### src/rtl/sd_cmd_tx.sv
// sd_cmd_tx -- SD CMD-line transmitter.
//
// Takes a command index and argument from the command scheduler, passes the
// 40-bit payload {2'b01,index,arg} to an external CRC7 engine, and once the
// CRC comes back serialises the 48-bit frame {0,1,index,arg,crc7,1} MSB-first
// on the CMD pad. Each bit is held for one full bit_tick period.
//
// Optional feature: define SD_CMD_TX_NCC_EN to drive the pad high for 8 bit
// periods (Ncc) after the end bit before accepting the next command.
//
// Ports:
//   clk        in   system clock, all logic on posedge
//   reset      in   synchronous, active-high
//   bit_tick   in   one-clk strobe per SD bit period
//   cmd_valid  in   command request, sampled only while cmd_ready=1
//   cmd_index  in   [5:0] command index
//   cmd_arg    in   [31:0] command argument
//   cmd_ready  out  high only while idle
//   crc_load   out  one-clk load pulse to the CRC7 engine
//   crc_data   out  [39:0] registered payload for the CRC7 engine
//   crc_ready  in   CRC7 result valid
//   crc_in     in   [6:0] CRC7 result
//   cmd_out    out  CMD pad data
//   cmd_oe     out  CMD pad output enable
//   done       out  one-clk pulse when a frame completes
//   crc_err    out  one-clk pulse when the CRC engine times out
module sd_cmd_tx #(
  parameter int CRC_TIMEOUT = 64,
  parameter int TO_W        = 7
) (
  input  logic        clk,
  input  logic        reset,
  input  logic        bit_tick,
  input  logic        cmd_valid,
  input  logic [5:0]  cmd_index,
  input  logic [31:0] cmd_arg,
  output logic        cmd_ready,
  output logic        crc_load,
  output logic [39:0] crc_data,
  input  logic        crc_ready,
  input  logic [6:0]  crc_in,
  output logic        cmd_out,
  output logic        cmd_oe,
  output logic        done,
  output logic        crc_err
);

`ifdef SD_CMD_TX_NCC_EN
  typedef enum logic [2:0] {IDLE, LOAD, WAIT_CRC, ALIGN, SEND, GAP} state_t;
`else
  typedef enum logic [2:0] {IDLE, LOAD, WAIT_CRC, ALIGN, SEND} state_t;
`endif

  localparam logic [TO_W-1:0] TO_LAST  = TO_W'(CRC_TIMEOUT);
  localparam logic [5:0]      LAST_BIT = 6'd47;
`ifdef SD_CMD_TX_NCC_EN
  localparam logic [5:0]      LAST_GAP = 6'd7;
`endif

  state_t           state_reg, state_next;
  logic [39:0]      crc_data_reg, crc_data_next;
  logic [47:0]      shift_reg, shift_next;
  logic [5:0]       bit_cnt_reg, bit_cnt_next;
  logic [TO_W-1:0]  to_cnt_reg, to_cnt_next;
  logic             cmd_out_reg, cmd_out_next;
  logic             cmd_oe_reg, cmd_oe_next;
  logic             done_reg, done_next;

  always_ff @(posedge clk) begin
    if (reset) begin
      state_reg    <= IDLE;
      crc_data_reg <= '0;
      shift_reg    <= '0;
      bit_cnt_reg  <= '0;
      to_cnt_reg   <= '0;
      cmd_out_reg  <= 1'b1;
      cmd_oe_reg   <= 1'b0;
      done_reg     <= 1'b0;
    end else begin
      state_reg    <= state_next;
      crc_data_reg <= crc_data_next;
      shift_reg    <= shift_next;
      bit_cnt_reg  <= bit_cnt_next;
      to_cnt_reg   <= to_cnt_next;
      cmd_out_reg  <= cmd_out_next;
      cmd_oe_reg   <= cmd_oe_next;
      done_reg     <= done_next;
    end
  end

  always_comb begin
    state_next    = state_reg;
    crc_data_next = crc_data_reg;
    shift_next    = shift_reg;
    bit_cnt_next  = bit_cnt_reg;
    to_cnt_next   = to_cnt_reg;
    cmd_out_next  = cmd_out_reg;
    cmd_oe_next   = cmd_oe_reg;
    done_next     = 1'b0;
    cmd_ready     = 1'b0;
    crc_load      = 1'b0;
    crc_err       = 1'b0;

    case (state_reg)
      IDLE: begin
        cmd_ready = 1'b1;
        if (cmd_valid) begin
          crc_data_next = {2'b01, cmd_index, cmd_arg};
          state_next    = LOAD;
        end
      end

      LOAD: begin
        crc_load    = 1'b1;
        // Counter holds the number of the current WAIT_CRC cycle (1-based),
        // so the abort fires in the CRC_TIMEOUT-th waiting cycle.
        to_cnt_next = TO_W'(1);
        state_next  = WAIT_CRC;
      end

      WAIT_CRC: begin
        if (crc_ready) begin
          // crc_data already carries the start and transmission bits, so the
          // full 48-bit frame is just payload, CRC and the end bit.
          shift_next  = {crc_data_reg, crc_in, 1'b1};
          to_cnt_next = '0;
          state_next  = ALIGN;
        end else if (to_cnt_reg == TO_LAST) begin
          crc_err     = 1'b1;
          to_cnt_next = '0;
          state_next  = IDLE;
        end else begin
          to_cnt_next = to_cnt_reg + TO_W'(1);
        end
      end

      ALIGN: begin
        // Start on a tick so the start bit lasts a whole bit period.
        if (bit_tick) begin
          cmd_oe_next  = 1'b1;
          cmd_out_next = shift_reg[47];
          bit_cnt_next = '0;
          state_next   = SEND;
        end
      end

      SEND: begin
        if (bit_tick) begin
          if (bit_cnt_reg == LAST_BIT) begin
            done_next    = 1'b1;
            cmd_out_next = 1'b1;
            bit_cnt_next = '0;
`ifdef SD_CMD_TX_NCC_EN
            state_next   = GAP;
`else
            cmd_oe_next  = 1'b0;
            state_next   = IDLE;
`endif
          end else begin
            shift_next   = {shift_reg[46:0], 1'b0};
            cmd_out_next = shift_reg[46];
            bit_cnt_next = bit_cnt_reg + 6'd1;
          end
        end
      end

`ifdef SD_CMD_TX_NCC_EN
      GAP: begin
        // Pad stays driven high for the Ncc bit periods.
        if (bit_tick) begin
          if (bit_cnt_reg == LAST_GAP) begin
            cmd_oe_next  = 1'b0;
            bit_cnt_next = '0;
            state_next   = IDLE;
          end else begin
            bit_cnt_next = bit_cnt_reg + 6'd1;
          end
        end
      end
`endif

      default: state_next = IDLE;
    endcase
  end

  assign crc_data = crc_data_reg;
  assign cmd_out  = cmd_out_reg;
  assign cmd_oe   = cmd_oe_reg;
  assign done     = done_reg;

endmodule

### config.mk
export PLATFORM = sky130hd
export DESIGN_NAME = sd_cmd_tx
export DESIGN_NICKNAME = d
export VERILOG_FILES = /design/src/rtl/sd_cmd_tx.sv
export SDC_FILE = /design/constraint.sdc
export NUM_CORES = 1
export LEC_CHECK = 0
export CORE_UTILIZATION = 68
export CTS_CLUSTER_DIAMETER = 150
export DETAILED_ROUTE_END_ITERATION = 7
export DONT_BUFFER_PORTS = 1
export GPL_ROUTABILITY_DRIVEN = 0
export PLACE_DENSITY = 0.84
export SETUP_SLACK_MARGIN = 0.2
export SKIP_CTS_REPAIR_TIMING = 1
export SLEW_MARGIN = 40
export SYNTH_ARGS = -nofsm -noshare
export SYNTH_HDL_FRONTEND = slang
export SYNTH_SLANG_ARGS = --single-unit
### constraint.sdc
create_clock -name clk -period 4.2 [get_ports clk]
set_input_delay 0.42 -clock clk [delete_from_list [all_inputs] [get_ports clk]]
set_output_delay 0.42 -clock clk [all_outputs]
set_load 0.05 [all_outputs]
==> impl_summary.md, run 1 <==
Detailed routing
Dividing the detail-routed wire length by the instance count gives 15.40 microns. The first detailed-routing pass took 4 iterations. After detailed routing, the total wire length is 9.685 mm. The number of DRC markers in iteration 0 is 221. For this block, the via count after detailed routing is 3813. After detailed routing, the number of remaining DRC violations is 0. The number of nets with antenna violations after detailed routing is 0. The detailed-route vias per instance is 6.062.

Cells and area
Leaving out fill and tap cells, the most frequent cells in the layout are 106 x dfxtp_1, 93 x a21oi_1, 82 x nand2_1. The count of nets after finishing is 581. The flip-flop count of the largest register, all copies and words added is 48.

The repair_antennas step left the layout with diodes totalling 0. The post-route netlist has 6.191% of its cells at a drive strength greater than 1. Relative to the synthesized area, the layout overhead comes to 2.902%. The final cell count without fillers is 629. The most common cell after layout, fill and taps aside is dfxtp_1. Summing all non-filler instances in the final layout gives an area of 4970 sq um. Counting the fill cells in the layout gives 541.

Yosys
In the synthesized netlist, the number of instances is 561. dfxtp_1 takes more of the synthesized area than any other cell. Counting flops and latches in the post-synthesis netlist gives 106. The share of the Yosys chip area taken by registers is 43.94%. The distinct cell type count after synthesis is 54. Sorting the synthesized cells by area gives the leading types as dfxtp_1 44%, mux2i_1 9.7%, a21oi_1 9.6%, nand2_1 6.4%, or3_1 6.2%.

The share of Yosys cell area claimed by the top area cell type is 43.94%. During synthesis, Yosys emitted a total of 0 warnings. The number of enable-type register cells in the synthesized netlist is 0. The post-synth design cell area is 4830 sq um. The net count after synthesis is 614.

The mean area per synthesized cell is 8.609 sq um. The most used flip-flop cell after synthesis is dfxtp_1. The share of synthesized flip-flops with an asynchronous set or reset is 0%.

CTS
The clock-pin slew on the worst setup and hold paths is 0.10 ns. The number of H-tree branching levels is 3. The maximum count of clock buffers along a single path is 2. The CTS tree is done. The clock net sink count is 106. The clock root buffer is clkbuf_8. At the later pin of the worst-skew pair, clock insertion delay measures 0.36 ns. The number of buffers added by the clock tree synthesis step is 9.

Power
For this design the ratio of total power to cell area is 547.1 nW/um^2. VDD sags by at most 397.7 uV. The leakage power figure is 1.884 nW.

Summing internal, switching and leakage power gives 2.719 mW.

Placed design
The cell total after placement is 613. Detailed placement ended at an HPWL of 6.160 mm. The number of port buffers is 0. Once placement finished, the instance area stood at 4761 sq um.

Global routing
The total routing usage reported by global routing is 26.13%. Global routing finished with a remaining overflow of 0. The number of global-route vias before repair is 3453. The first-pass GRT wire length is 15.41 mm.

The number of antenna violations at the first check in global routing came to 0. The maximum number of pins on one net before global-route repair is 101.

Hold path
Counting instances, the worst hold path has a depth of 1. The worst min-delay path category is primary input to register.

Critical path
The stage delay of the slowest cell on the critical path is 0.73 ns. The critical path endpoint category is a register. STA classifies the critical path startpoint as a register. The critical-path cell with the highest stage delay is dfxtp_1.

The worst register-to-register path has a depth of 6. The type of the setup path with the least slack is register to register. Broken down by cell family, the worst path's largest delay share belongs to simple AND/OR/NAND/NOR gates. The buffers plus inverters on the worst setup path is 2. The largest fanout on the critical path is 49. The total stage count of the critical path is 6. Data on the critical path is required at its endpoint by 4.49 ns. The signal on the critical path passes through or3b_4, buf_12, mux2i_4, buf_4, or3_1, a21oi_1. The arrival time of data at the critical path endpoint is 3.01 ns.

Floorplanning
The die boundary height is 86.28 microns. The floorplan has 30 rows. The die is 86.28 microns wide.

The die covers 7443 sq um. The number of top-level design ports is 96. After floorplanning, the core was sized to cover 6832 sq um. The initial utilization of the core area, before any placement, comes to 70.70%.

Timing
The count of endpoints failing hold in the final timing report was 0. The clock period minus final worst setup slack is 2.716 ns. The sum of negative setup slack is 0 ns. Setup violations remaining at the end of the flow were counted as 0.

Of the available clock period, the critical path in the final layout requires 64.68%. The final-report max-slew violation count came to 0. The clock arrives with 0.006372 ns of skew. Setup repair after global routing left no endpoint under its margin. The actual slew at the worst max-slew pin is 0.6951 ns. The maximum frequency from static timing analysis is 368.1 MHz. In this run the tightest slew margin relative to its limit is 53.66%.

Run status
The flow ran to the end, and the final reports show no timing, DRC or antenna violations.

Flow run
The tool flagged a number of max-cap violations equal to 0.
## layer usage
metal | wire length [microns] | track usage, % | part of all wire (%)
met1 | 4279 | 31.63 | 44
met2 | 4747 | 45.02 | 49
met3 | 568 | 8.190 | 5.9
met4 | 91 | 6.970 | 0.94
met5 | 0 | 0 | 0
## final timing paths
check                  endpoint  slack (ns)     startpoint
setup / recovery   shift_reg[1]        1.48   state_reg[2]
hold / removal      crc_data[0]        0.12          reset
setup reg to reg   shift_reg[1]        1.48   state_reg[2]
hold reg to reg   shift_reg[43]        0.48  shift_reg[43]
## power by group
group          total, mW  switching (mW)  internal (mW)
registers           1.50           0.383           1.12
clock network      0.649           0.350          0.298
logic              0.570           0.365          0.205
total               2.72            1.10           1.62
## per-stage QoR
| step | utilization (%) | setup WS (ns) | hold slack, ns |
|---|---|---|---|
| after global placement | 69.21 | 1.611 | 0.4497 |
| final | 72.75 | 1.484 | 0.1168 |
| after detailed placement | 69.69 | 1.532 | 0.4580 |
| after floorplan | - | 1.609 | 0.4489 |
| after CTS | 72.75 | 1.481 | 0.09978 |
| after global routing | 72.75 | 1.353 | 0.08216 |
## synthesized netlist by cell type (3+ instances only)
cell type / instances
a211oi_1: 3
inv_1: 5
nor3b_1: 4
dfxtp_1: 106
o21ai_0: 32
buf_6: 6
o21ai_1: 22
buf_4: 7
o31ai_1: 3
nor3_1: 3
mux2i_1: 47
clkbuf_1: 23
a21oi_1: 93
ha_1: 3
buf_2: 10
or3_1: 48
nand3_1: 3
xnor2_1: 4
nor2_1: 13
nand2_1: 82
## area by class of cell
type	instances	area [sq um]	share of cell area [%]
Sequential cell	106	2122	42.70
Tap cell	96	120.1	2.417
Inverter	5	18.77	0.3776
Clock buffer	10	137.6	2.769
Multi-Input combinational cell	400	2442	49.14
Timing Repair Buffer	6	57.56	1.158
Clock inverter	6	71.32	1.435
## cells by family after synthesis
group / Yosys count / synth area share, %
buffers and inverters: 55 / 6.140
adders and majority gates: 3 / 0.7773
muxes: 50 / 10.67
and+or+nand+nor: 175 / 18.99
DFF: 106 / 43.94
AOI/OAI and AO/OA: 167 / 18.68
xor gates and xnor gates: 4 / 0.7253
other: 1 / 0.07765
(Power assumes the default switching activity.)
==> run 2, diff against run 1 <==
--- a/config.mk
+++ b/config.mk
@@ -5,12 +5,12 @@
 export SDC_FILE = /design/constraint.sdc
 export NUM_CORES = 1
 export LEC_CHECK = 0
-export CORE_UTILIZATION = 68
+export CORE_UTILIZATION = 63
 export CTS_CLUSTER_DIAMETER = 150
 export DETAILED_ROUTE_END_ITERATION = 7
 export DONT_BUFFER_PORTS = 1
 export GPL_ROUTABILITY_DRIVEN = 0
-export PLACE_DENSITY = 0.84
+export PLACE_DENSITY = 0.79
 export SETUP_SLACK_MARGIN = 0.2
 export SKIP_CTS_REPAIR_TIMING = 1
 export SLEW_MARGIN = 40
==> constraint.sdc (replaced) <==
create_clock -name clk -period 2.7 [get_ports clk]
set_input_delay 0.27 -clock clk [delete_from_list [all_inputs] [get_ports clk]]
set_output_delay 0.27 -clock clk [all_outputs]
set_load 0.05 [all_outputs]
==> impl_summary.md, run 2 (synthesis gave the netlist of run 1 again) <==
Detailed routing
The DRC violation count after routing was 0 (unchanged). The detailed-route vias per instance is 5.909 (-2.5%). The number of nets with antenna violations after detailed routing is 0 (unchanged). The number of iterations in the first detailed-routing pass is 4 (unchanged). The average wire per cell in the routed design came to 15.19 microns (-1.4%). The via count is 3758 (-1.4%). The number of DRC markers in iteration 0 came to 247 (+12%). The overall routed net length was 9.658 mm (-0.28%).

Cells and area
The flip-flop count of the largest register, all copies and words added was 48 (unchanged). The storage element area is 2122 sq um (unchanged). The final cell count without fillers is 636 (+1.1%).

The count of nets after finishing came to 585 (+0.69%). The share of final-layout standard cells stronger than drive strength 1 is 6.704% (+0.51 points). The diode insertion count for antenna repair was 0 (unchanged). The library cells used most frequently in the layout, excluding fill and tap cells, are 106 x dfxtp_1, 93 x a21oi_1, 82 x nand2_1. The library cell used most frequently in the layout, excluding fill and tap cells, is dfxtp_1.

The total of fill cells in the finished design is 592 (+9.4%). The fraction of the core area covered by cells at the end of the flow came to 68.10% (-4.6 points). The area used by multi-input combinational logic is 2430 sq um (-0.51%). The signed area change from the synthesized netlist to the final layout is 3.368%.

Floorplanning
The effective utilization at floorplan was 65.88% (-4.8 points). The number of placement rows was 31 (+3.3%). The number of top-level design ports is 96 (unchanged). The placeable core region is 7331 sq um (+7.3%). The overall die width is 89.56 microns (+3.8%). The die boundary height is 89.56 microns (+3.8%).

The total die area is 8020 sq um (+7.7%).

Critical path
The worst setup path is launched from a register. The launch instance of the worst register-to-register path is state_reg[1]. The critical path data required time came to 2.99 ns (-1.50 ns). The start point of the critical path is state_reg[1]. The largest fanout on the critical path was 29 (-41%). The arrival time of data at the critical path endpoint is 2.63 ns (-0.38 ns). The type of the setup path with the least slack is register to register.

The worst setup path is captured at a register.

Timing
The sum of negative setup slack is 0 ns (unchanged). The clock period minus final worst setup slack came to 2.345 ns (-0.3719 ns). The actual slew at the worst max-slew pin came to 0.6741 ns (-0.02104 ns). The maximum frequency from static timing analysis is 426.5 MHz (+16%). The clock skew after layout came to 0.007572 ns (+0.001201 ns). The final-report max-slew violation count was 0 (unchanged).

The count of endpoints failing hold in the final timing report came to 0 (unchanged). The number of setup violations in the final report came to 0 (unchanged). The share of the cycle needed by the critical path after routing is 86.83% (+22 points). The normalized max-slew margin was 54.43% (+0.77 points). Setup repair after global routing left no endpoint under its margin.

Placed design
The cell total after placement is 619 (+0.98%). The number of port buffers came to 0 (unchanged). The HPWL after detailed placement is 5.990 mm (-2.7%).

CTS
The number of buffers added by the clock tree synthesis step is 9 (unchanged). The CTS tree is done. The maximum count of clock buffers along a single path is 2 (unchanged). The clock-pin slew on the worst setup and hold paths is 0.10 ns (about the same). The number of H-tree branching levels is 3 (unchanged). Clock tree synthesis selected as its root buffer the cell clkbuf_8. The clock latency on the worst-skew pair was 0.36 ns (about the same).

The clock net sink count is 106 (unchanged).

Run status
The run finished with clean final reports.

Global routing
The first-pass GRT wire length is 14.72 mm (-4.5%). The residual overflow from global routing is 0 (unchanged). The total routing usage reported by global routing was 23.74% (-2.4 points). The number of antenna violations at the first check in global routing is 0 (unchanged). The maximum number of pins on one net before global-route repair was 101 (unchanged). The number of global-route vias before repair is 3293 (-4.6%).

Flow run
The number of violations of the max-capacitance limit is 0 (unchanged).

Power
The total power per unit cell area came to 832.5 nW/um^2 (+52%). The leakage power figure came to 1.903 nW (+0.98%). The maximum vdd drop is 590.3 uV (+48%).

Hold path
The path class of the tightest hold or removal check is primary input to register. The startpoint identified for the worst hold timing path is cmd_arg[8].
[run 2: worst paths after layout]
kind	slack (ns)	end	cells past startpoint
max reg2reg	0.36	shift_reg[25]	5
min reg2reg	0.48	shift_reg[39]	2
max	0.36	shift_reg[25]	5
min	0.03	crc_data[8]	2
[run 2: layout make-up]
class                      instances  area share, %
clock buffer                      10          2.556
sequential                       106          42.51
timing repair buffer              10          2.406
multi-input combinational        400          48.67
tap                               99          2.481
clock inverter                     6          1.003
inverter                           5         0.3759
[run 2: layer usage]
metal | global-route usage (%) | part of all wire, % | vias up | wire length (microns)
met1 | 29.91 | 47 | 1723 | 4534
met5 | 0 | 0 | - | 0
li1 | - | - | 1930 | -
met4 | 7.504 | 1.2 | 0 | 116
met2 | 39.26 | 47 | 93 | 4510
met3 | 6.833 | 5.1 | 12 | 496
[run 2: power by group]
group / internal, mW / switching, mW / leakage, nW
combinational: 0.345 / 0.602 / 0.953
sequential: 1.74 / 0.582 / 0.861
clock: 0.349 / 0.539 / 0.0892
[run 2: metrics by stage]
step | setup slack (ns) | hold slack [ns] | power [mW] | cell area (sq um)
2_1_floorplan | 0.5580 | 0.4060 | 3.100 | 4835
3_3_place_gp | 0.4872 | 0.3466 | 3.231 | 4787
3_5_place_dp | 0.3787 | 0.3474 | 3.280 | 4787
4_1_cts | 0.3606 | -0.05396 | 4.166 | 4965
5_1_grt | 0.2100 | 0.002539 | 4.395 | 4992
6_report | 0.3555 | 0.03200 | 4.156 | 4992
[run 2: worst max-delay path: stages, from the launching register on]
cell and delay (ns):
dfxtp_1 0.63, or3b_4 0.49, buf_4 0.51, mux2i_1 0.14
or3_1 0.34, a21oi_1 0.14
